<file path="src/rtl/mem_stage_pkg.sv">
// rtl/mem_stage_pkg.sv - shared size, exception and FSM encodings for the memory stage
package mem_stage_pkg;

    localparam logic [1:0] MEM_NONE = 2'd0;
    localparam logic [1:0] MEM_W    = 2'd1;
    localparam logic [1:0] MEM_H    = 2'd2;
    localparam logic [1:0] MEM_B    = 2'd3;

    localparam logic [1:0] EXC_NONE     = 2'd0;
    localparam logic [1:0] EXC_MISALIGN = 2'd1;
    localparam logic [1:0] EXC_TIMEOUT  = 2'd2;

    typedef enum logic {
        ST_IDLE = 1'b0,
        ST_WAIT = 1'b1
    } state_t;

endpackage

</file>
<file path="src/rtl/mem_stage_if.sv">
// rtl/mem_stage_if.sv - data-memory req/ack bus between the memory stage and memory
interface mem_stage_if;
    logic        req;
    logic        we;
    logic [31:0] addr;
    logic [3:0]  be;
    logic [31:0] wdata;
    logic [31:0] rdata;
    logic        ack;

    modport master (output req, we, addr, be, wdata, input rdata, ack);
    modport slave  (input req, we, addr, be, wdata, output rdata, ack);
endinterface

</file>
<file path="src/rtl/mem_lane.sv">
// rtl/mem_lane.sv - little-endian byte-lane steering, store replication and load extension
module mem_lane
    import mem_stage_pkg::*;
(
    input  logic [1:0]  i_size,
    input  logic [1:0]  i_addr,
    input  logic [31:0] i_store_data,
    input  logic [31:0] i_rdata,
    output logic [3:0]  o_be,
    output logic [31:0] o_wdata,
    output logic [31:0] o_load_data,
    output logic        o_misaligned
);

    logic [15:0] w_lane;

    always_comb begin
        // Move the addressed lane down to bit 0 before extension.
        w_lane       = 16'(i_rdata >> {i_addr, 3'b000});
        o_be         = 4'b0000;
        o_wdata      = i_store_data;
        o_load_data  = 32'd0;
        o_misaligned = 1'b0;
        case (i_size)
            MEM_W: begin
                o_be         = 4'b1111;
                o_load_data  = i_rdata;
                o_misaligned = |i_addr;
            end
            MEM_H: begin
                o_be         = i_addr[1] ? 4'b1100 : 4'b0011;
                o_wdata      = {2{i_store_data[15:0]}};
                o_load_data  = {{16{w_lane[15]}}, w_lane};
                o_misaligned = i_addr[0];
            end
            MEM_B: begin
                o_be         = 4'b0001 << i_addr;
                o_wdata      = {4{i_store_data[7:0]}};
                o_load_data  = {{24{w_lane[7]}}, w_lane[7:0]};
            end
            default: ;
        endcase
    end

endmodule

</file>
<file path="src/rtl/mem_stage.sv">
// rtl/mem_stage.sv - pipeline memory stage: bus handshake, stall, branch redirect, MEM/WB register
module mem_stage
    import mem_stage_pkg::*;
#(
    parameter int unsigned TIMEOUT = 255
) (
    input  logic        clk_in,
    input  logic        rst_in,
    input  logic [31:0] EXMEM_pc_branch_in,
    input  logic [31:0] EXMEM_alu_in,
    input  logic        EXMEM_alu_do_branch_in,
    input  logic [31:0] EXMEM_b_in,
    input  logic [4:0]  EXMEM_rd_in,
    input  logic        EXMEM_ctrl_branch_in,
    input  logic [1:0]  EXMEM_ctrl_mem_read_in,
    input  logic [1:0]  EXMEM_ctrl_mem_write_in,
    input  logic        EXMEM_ctrl_reg_write_in,
    input  logic        EXMEM_ctrl_mem_to_reg_in,
    mem_stage_if.master dmem,
    output logic        stall_out,
    output logic        pc_src_out,
    output logic [31:0] pc_branch_out,
    output logic [31:0] MEMWB_read_data_out,
    output logic [31:0] MEMWB_alu_out,
    output logic [4:0]  MEMWB_rd_out,
    output logic        MEMWB_ctrl_reg_write_out,
    output logic        MEMWB_ctrl_mem_to_reg_out,
    output logic [1:0]  MEMWB_exc_out
);

    state_t      r_state;
    logic [31:0] r_cnt;
    logic        w_is_write, w_mem_op, w_misaligned, w_timeout_hit;
    logic [1:0]  w_size;
    logic [3:0]  w_be;
    logic [31:0] w_wdata, w_load_data;

    assign w_is_write = |EXMEM_ctrl_mem_write_in;
    assign w_mem_op   = w_is_write | (|EXMEM_ctrl_mem_read_in);
    assign w_size     = w_is_write ? EXMEM_ctrl_mem_write_in : EXMEM_ctrl_mem_read_in;

    mem_lane u_lane (
        .i_size       (w_size),
        .i_addr       (EXMEM_alu_in[1:0]),
        .i_store_data (EXMEM_b_in),
        .i_rdata      (dmem.rdata),
        .o_be         (w_be),
        .o_wdata      (w_wdata),
        .o_load_data  (w_load_data),
        .o_misaligned (w_misaligned)
    );

    assign w_timeout_hit = (TIMEOUT != 0) && (r_cnt == TIMEOUT - 1);

    // Upstream holds EX/MEM while stalled, so the lane inputs stay valid through WAIT.
    assign stall_out = ~rst_in &
                       (((r_state == ST_IDLE) & w_mem_op & ~w_misaligned) |
                        ((r_state == ST_WAIT) & ~dmem.ack));
    assign pc_src_out    = ~rst_in & EXMEM_ctrl_branch_in & EXMEM_alu_do_branch_in & ~stall_out;
    assign pc_branch_out = EXMEM_pc_branch_in;

    always_ff @(posedge clk_in) begin
        if (rst_in) begin
            r_state                   <= ST_IDLE;
            r_cnt                     <= 32'd0;
            dmem.req                  <= 1'b0;
            dmem.we                   <= 1'b0;
            dmem.addr                 <= 32'd0;
            dmem.be                   <= 4'b0000;
            dmem.wdata                <= 32'd0;
            MEMWB_read_data_out       <= 32'd0;
            MEMWB_alu_out             <= 32'd0;
            MEMWB_rd_out              <= 5'd0;
            MEMWB_ctrl_reg_write_out  <= 1'b0;
            MEMWB_ctrl_mem_to_reg_out <= 1'b0;
            MEMWB_exc_out             <= EXC_NONE;
        end else begin
            MEMWB_alu_out       <= EXMEM_alu_in;
            MEMWB_rd_out        <= EXMEM_rd_in;
            MEMWB_read_data_out <= 32'd0;
            MEMWB_exc_out       <= EXC_NONE;
            case (r_state)
                ST_IDLE: begin
                    if (w_mem_op && w_misaligned) begin
                        MEMWB_ctrl_reg_write_out  <= 1'b0;
                        MEMWB_ctrl_mem_to_reg_out <= 1'b0;
                        MEMWB_exc_out             <= EXC_MISALIGN;
                    end else if (w_mem_op) begin
                        r_state                   <= ST_WAIT;
                        r_cnt                     <= 32'd0;
                        dmem.req                  <= 1'b1;
                        dmem.we                   <= w_is_write;
                        dmem.addr                 <= {EXMEM_alu_in[31:2], 2'b00};
                        dmem.be                   <= w_be;
                        dmem.wdata                <= w_wdata;
                        MEMWB_ctrl_reg_write_out  <= 1'b0;
                        MEMWB_ctrl_mem_to_reg_out <= 1'b0;
                    end else begin
                        MEMWB_ctrl_reg_write_out  <= EXMEM_ctrl_reg_write_in;
                        MEMWB_ctrl_mem_to_reg_out <= EXMEM_ctrl_mem_to_reg_in;
                    end
                end
                ST_WAIT: begin
                    if (dmem.ack) begin
                        r_state                   <= ST_IDLE;
                        dmem.req                  <= 1'b0;
                        MEMWB_read_data_out       <= dmem.we ? 32'd0 : w_load_data;
                        MEMWB_ctrl_reg_write_out  <= EXMEM_ctrl_reg_write_in;
                        MEMWB_ctrl_mem_to_reg_out <= EXMEM_ctrl_mem_to_reg_in;
                    end else if (w_timeout_hit) begin
                        r_state                   <= ST_IDLE;
                        dmem.req                  <= 1'b0;
                        MEMWB_ctrl_reg_write_out  <= 1'b0;
                        MEMWB_ctrl_mem_to_reg_out <= 1'b0;
                        MEMWB_exc_out             <= EXC_TIMEOUT;
                    end else begin
                        r_cnt                     <= r_cnt + 32'd1;
                        MEMWB_ctrl_reg_write_out  <= 1'b0;
                        MEMWB_ctrl_mem_to_reg_out <= 1'b0;
                    end
                end
                default: r_state <= ST_IDLE;
            endcase
        end
    end

endmodule

</file>
<file path="src/flat_wrapper.sv">
// flat-port wrapper written by rule: the top's interface ports become plain ports
module mem_stage_flat import mem_stage_pkg::*;
#(
    parameter int unsigned TIMEOUT = 255
)
  (clk_in, rst_in, EXMEM_pc_branch_in, EXMEM_alu_in, EXMEM_alu_do_branch_in, EXMEM_b_in, EXMEM_rd_in, EXMEM_ctrl_branch_in, EXMEM_ctrl_mem_read_in, EXMEM_ctrl_mem_write_in, EXMEM_ctrl_reg_write_in, EXMEM_ctrl_mem_to_reg_in, stall_out, pc_src_out, pc_branch_out, MEMWB_read_data_out, MEMWB_alu_out, MEMWB_rd_out, MEMWB_ctrl_reg_write_out, MEMWB_ctrl_mem_to_reg_out, MEMWB_exc_out, dmem_req, dmem_we, dmem_addr, dmem_be, dmem_wdata, dmem_rdata, dmem_ack);
  mem_stage_if dmem_i ();
  input  logic clk_in;
  input  logic rst_in;
  input  logic [31:0] EXMEM_pc_branch_in;
  input  logic [31:0] EXMEM_alu_in;
  input  logic EXMEM_alu_do_branch_in;
  input  logic [31:0] EXMEM_b_in;
  input  logic [4:0] EXMEM_rd_in;
  input  logic EXMEM_ctrl_branch_in;
  input  logic [1:0] EXMEM_ctrl_mem_read_in;
  input  logic [1:0] EXMEM_ctrl_mem_write_in;
  input  logic EXMEM_ctrl_reg_write_in;
  input  logic EXMEM_ctrl_mem_to_reg_in;
  output logic stall_out;
  output logic pc_src_out;
  output logic [31:0] pc_branch_out;
  output logic [31:0] MEMWB_read_data_out;
  output logic [31:0] MEMWB_alu_out;
  output logic [4:0] MEMWB_rd_out;
  output logic MEMWB_ctrl_reg_write_out;
  output logic MEMWB_ctrl_mem_to_reg_out;
  output logic [1:0] MEMWB_exc_out;
  output wire logic [$bits(dmem_i.req)-1:0] dmem_req;
  output wire logic [$bits(dmem_i.we)-1:0] dmem_we;
  output wire logic [$bits(dmem_i.addr)-1:0] dmem_addr;
  output wire logic [$bits(dmem_i.be)-1:0] dmem_be;
  output wire logic [$bits(dmem_i.wdata)-1:0] dmem_wdata;
  input wire logic [$bits(dmem_i.rdata)-1:0] dmem_rdata;
  input wire logic [$bits(dmem_i.ack)-1:0] dmem_ack;
  assign dmem_req = dmem_i.req;
  assign dmem_we = dmem_i.we;
  assign dmem_addr = dmem_i.addr;
  assign dmem_be = dmem_i.be;
  assign dmem_wdata = dmem_i.wdata;
  assign dmem_i.rdata = dmem_rdata;
  assign dmem_i.ack = dmem_ack;
  mem_stage #(.TIMEOUT(TIMEOUT)) u_core (.clk_in(clk_in), .rst_in(rst_in), .EXMEM_pc_branch_in(EXMEM_pc_branch_in), .EXMEM_alu_in(EXMEM_alu_in), .EXMEM_alu_do_branch_in(EXMEM_alu_do_branch_in), .EXMEM_b_in(EXMEM_b_in), .EXMEM_rd_in(EXMEM_rd_in), .EXMEM_ctrl_branch_in(EXMEM_ctrl_branch_in), .EXMEM_ctrl_mem_read_in(EXMEM_ctrl_mem_read_in), .EXMEM_ctrl_mem_write_in(EXMEM_ctrl_mem_write_in), .EXMEM_ctrl_reg_write_in(EXMEM_ctrl_reg_write_in), .EXMEM_ctrl_mem_to_reg_in(EXMEM_ctrl_mem_to_reg_in), .dmem(dmem_i), .stall_out(stall_out), .pc_src_out(pc_src_out), .pc_branch_out(pc_branch_out), .MEMWB_read_data_out(MEMWB_read_data_out), .MEMWB_alu_out(MEMWB_alu_out), .MEMWB_rd_out(MEMWB_rd_out), .MEMWB_ctrl_reg_write_out(MEMWB_ctrl_reg_write_out), .MEMWB_ctrl_mem_to_reg_out(MEMWB_ctrl_mem_to_reg_out), .MEMWB_exc_out(MEMWB_exc_out));
endmodule
</file>
<file path="config.mk">
export PLATFORM = sky130hd
export DESIGN_NAME = mem_stage_flat
export DESIGN_NICKNAME = d
export VERILOG_FILES = /design/src/rtl/mem_stage_pkg.sv /design/src/rtl/mem_stage_if.sv /design/src/rtl/mem_lane.sv /design/src/rtl/mem_stage.sv /design/src/flat_wrapper.sv
export SDC_FILE = /design/constraint.sdc
export NUM_CORES = 1
export LEC_CHECK = 0
export CELL_PAD_IN_SITES_DETAIL_PLACEMENT = 0
export CELL_PAD_IN_SITES_GLOBAL_PLACEMENT = 1
export CORE_MARGIN = 4
export CORE_UTILIZATION = 34
export DETAILED_ROUTE_END_ITERATION = 8
export MAX_ROUTING_LAYER = met4
export PLACE_DENSITY = 0.91
export SLEW_MARGIN = 20
export SYNTH_ARGS = -nofsm -noshare
export SYNTH_HDL_FRONTEND = slang
export SYNTH_HIERARCHICAL = 1
export SYNTH_SLANG_ARGS = --single-unit
</file>
<file path="constraint.sdc">
create_clock -name clk_in -period 5.9 [get_ports clk_in]
set_input_delay 1.18 -clock clk_in [delete_from_list [all_inputs] [get_ports clk_in]]
set_output_delay 1.18 -clock clk_in [all_outputs]
set_load 0.01 [all_outputs]
</file>
==> impl_metrics.tcl <==
set metrics [dict create \
    nets 1275 \
    finalHoldViolations 0 \
    synthFlopType "dfxtp_1" \
    design_area_um2 10940 \
    synth_top_area_cell "dfxtp_1" \
    fp.dieArea_um2 25960 \
    outcome "complete, no violations" \
    grt_pass1_vias 7164 \
    slowest_stage "clkdlybuf4s50_1" \
    via_per_inst 5.172 \
    place.gp.congestion 0.8681 \
    dieHeight_um 161.1 \
    synth-seq-cells 174 \
    end_kind "primary output" \
    grt_max_degree 87 \
    root_buffer "clkbuf_16" \
    synth_top_area_share_pct 43.70 \
    clock-skew-final_ps 16.18 \
    die_w_um 161.1 \
    cts_tree "yes" \
    overflow 0 \
    fmax_ghz 0.1890 \
    cts_setup_buffers 0 \
    cts_max_level 4 \
    ys_types 68 \
    ant_nets 0 \
    fin_ws_ps 610.2 \
    dp_slack_ps 770.2 \
    drv_slew 0 \
    initial_core_util_pct 34.89 \
    clockBufferDepth 2 \
    synthCells 946 \
    syn2layout_area_growth_pct 37.25 \
    total_leakage_power_nw 4.031 \
    crit_type "input port to primary output" \
    antenna_cells 0 \
    first_pass_iters 5 \
    hpwl_mm 18.21 \
    cp_max_fo 13 \
    clkTransAtPathRegs_ps 70 \
    first_iter_violations 618 \
    tightest_slew_ps 960.2 \
    final_cells 1450 \
    hold_class "register to register" \
    insertion_delay_ps 430 \
    placed_cell_area_um2 10360 \
    setup_viol 0 \
    syn_area_per_cell_um2 8.426 \
    totalWireLength_mm 26.11 \
    synth_edf_count 0 \
    synth_area_um2 7971 \
    start_kind "input port" \
    pin_count 321 \
    drt_drc_violations_left 0 \
    final.period_utilization_pct 89.66 \
    vdd_drop_max_v 0.0001623 \
    cts_buffers 17 \
    rsz0062_at_grt "false" \
    post_cts_resize_count 0 \
    via_count 7500 \
    slowest_delay_ps 530 \
    rows 55 \
    fin_tns_setup_ps 0 \
    ys_async_sr_fraction_pct 0 \
    power_density_nw_per_um2 270.6 \
    relSlewSlack_pct 35.99 \
    dpl.cell_count 1419 \
    clock-sinks 174 \
    wire_per_inst_um 18.00 \
    layout_min_cycle_time_ps 5290 \
    grt_pass1_wl_mm 40.26 \
    grt_use_total_pct 19.86 \
    finalPower_mw 2.961 \
    crit_required_ps 4720 \
    hold_buffers 0 \
    crit_arrival_ps 4110 \
    ys_seq_area_share_pct 43.70 \
    antenna_found_initial 0 \
    final_layout_size_suffix_gt1_share_pct 8.355 \
    port_buffers 254 \
    max_cap_violations 0 \
    core_area_um2 22850 \
    synth_area_leaders "dfxtp_1 44%, nand2_1 9.2%, a21oi_1 6.0%" \
    cp_cell_sequence "clkdlybuf4s50_1 > inv_1 > o21ai_1 > buf_4 > inv_1 > ha_2 > a21boi_0 > buf_4 > nor3_4 > nor2_1 > and4_1 > clkdlybuf4s50_1" \
    yosys_warnings 6 \
]
[state kept, by name (all words and copies together) (netlist names)]
signal,flops
u_core/MEMWB_alu_out,32
u_core/MEMWB_read_data_out,32
u_core/dmem.wdata,32
u_core/r_cnt,32
u_core/dmem.addr,30
u_core/MEMWB_rd_out,5
u_core/dmem.be,4
u_core/MEMWB_exc_out,2
u_core/MEMWB_ctrl_mem_to_reg_out,1
u_core/MEMWB_ctrl_reg_write_out,1
u_core/dmem.req,1
u_core/dmem.we,1
u_core/r_state,1
[per-layer routing]
layer / GRT usage, % / wire (um) / vias to the layer above
met1: 25.71 / 11290 / 3541
met5: - / 0 / -
li1: - / - / 3617
met2: 30.97 / 12350 / 295
met4: 6.941 / 701 / 0
met3: 4.159 / 1763 / 47
[area by class of cell]
cell class,count,area (um2)
timing repair buffer,269,2653
sequential,174,3483
fill,2240,11910
tap,313,391.6
clock inverter,14,147.6
multi-input combinational,648,3784
clock buffer,17,425.4
inverter,15,56.30
[per-stage QoR]
step,utilization (%),hold slack [ps]
final,47.89,453.5
after detailed placement,45.37,445.9
after global placement,45.37,441.6
after global routing,47.89,471.2
after CTS,47.88,455.9
after floorplan,-,456.8
[cells in the final DEF, fill, tap and decap left out, drive strengths merged, types with 4 or more instances in the layout]
master / netlist / final
a21oi: 99 / 99
a22o: 8 / 8
a22oi: 23 / 23
a2bb2oi: 8 / 8
a311oi: 9 / 9
a31oi: 16 / 16
and2: 36 / 36
and3: 8 / 8
and4: 6 / 6
buf: 63 / 16
clkbuf: 47 / 17
clkdlybuf4s50: 0 / 253
clkinv: 1 / 6
dfxtp: 174 / 174
ha: 6 / 6
inv: 14 / 21
mux2: 20 / 20
nand2: 195 / 195
nand2b: 8 / 8
nand3: 12 / 12
nand4: 15 / 15
nor2: 29 / 29
nor2b: 40 / 40
nor3: 20 / 20
nor4: 13 / 13
o21ai: 18 / 18
o2bb2ai: 7 / 7
o311ai: 4 / 4
o32ai: 4 / 4
o41ai: 4 / 4
or3: 4 / 4
or4: 4 / 4
[synthesized netlist by cell type (all sizes together), types with 6 or more instances]
cell type / count
and2: 36
a31oi: 16
o21ai: 18
a22oi: 23
inv: 14
ha: 6
dfxtp: 174
mux2: 20
o2bb2ai: 7
nand2: 195
nor4: 13
a21oi: 99
nor2: 29
nand4: 15
nor3: 20
clkbuf: 47
and3: 8
a2bb2oi: 8
nand2b: 8
a22o: 8
and4: 6
nand3: 12
a311oi: 9
buf: 63
nor2b: 40
[worst paths after layout]
| path | slack [ps] | start | endpoint | depth (start not counted) |
|---|---|---|---|---|
| max | 610 | EXMEM_ctrl_mem_read_in[1] | pc_src_out | 12 |
| min | 450 | u_core/dmem.wdata[3] | u_core/dmem.wdata[3] | 2 |
| max reg2reg | 2850 | u_core/r_state | u_core/r_cnt[15] | 6 |
| min reg2reg | 450 | u_core/dmem.wdata[3] | u_core/dmem.wdata[3] | 2 |
[where the power goes]
part / leakage (nW) / switching [mW] / internal [mW] / total (mW)
combinational: 2.33 / 0.300 / 0.281 / 0.581
sequential: 1.43 / 0.0368 / 1.24 / 1.28
clock: 0.275 / 0.540 / 0.563 / 1.10
[cell families after synthesis]
kind of cell / count (synthesis) / synth area share (%)
and+or+nand+nor: 396 / 24.69
AOI/OAI and AO/OA: 222 / 18.41
DFF: 174 / 43.70
buffers and inverters: 125 / 9.088
muxes: 22 / 3.124
adders and majority gates: 6 / 0.9417
other: 1 / 0.04704
[worst max-delay path, delay by kind of cell]
family	cells	cell delay [ps]
buffers and inverters	6	1590
AND/OR/NAND/NOR	3	680
AO/OA/AOI/OAI	2	330
adder cells (fa/ha/maj)	1	330
No activity file was read; power rests on OpenSTA's default activity.
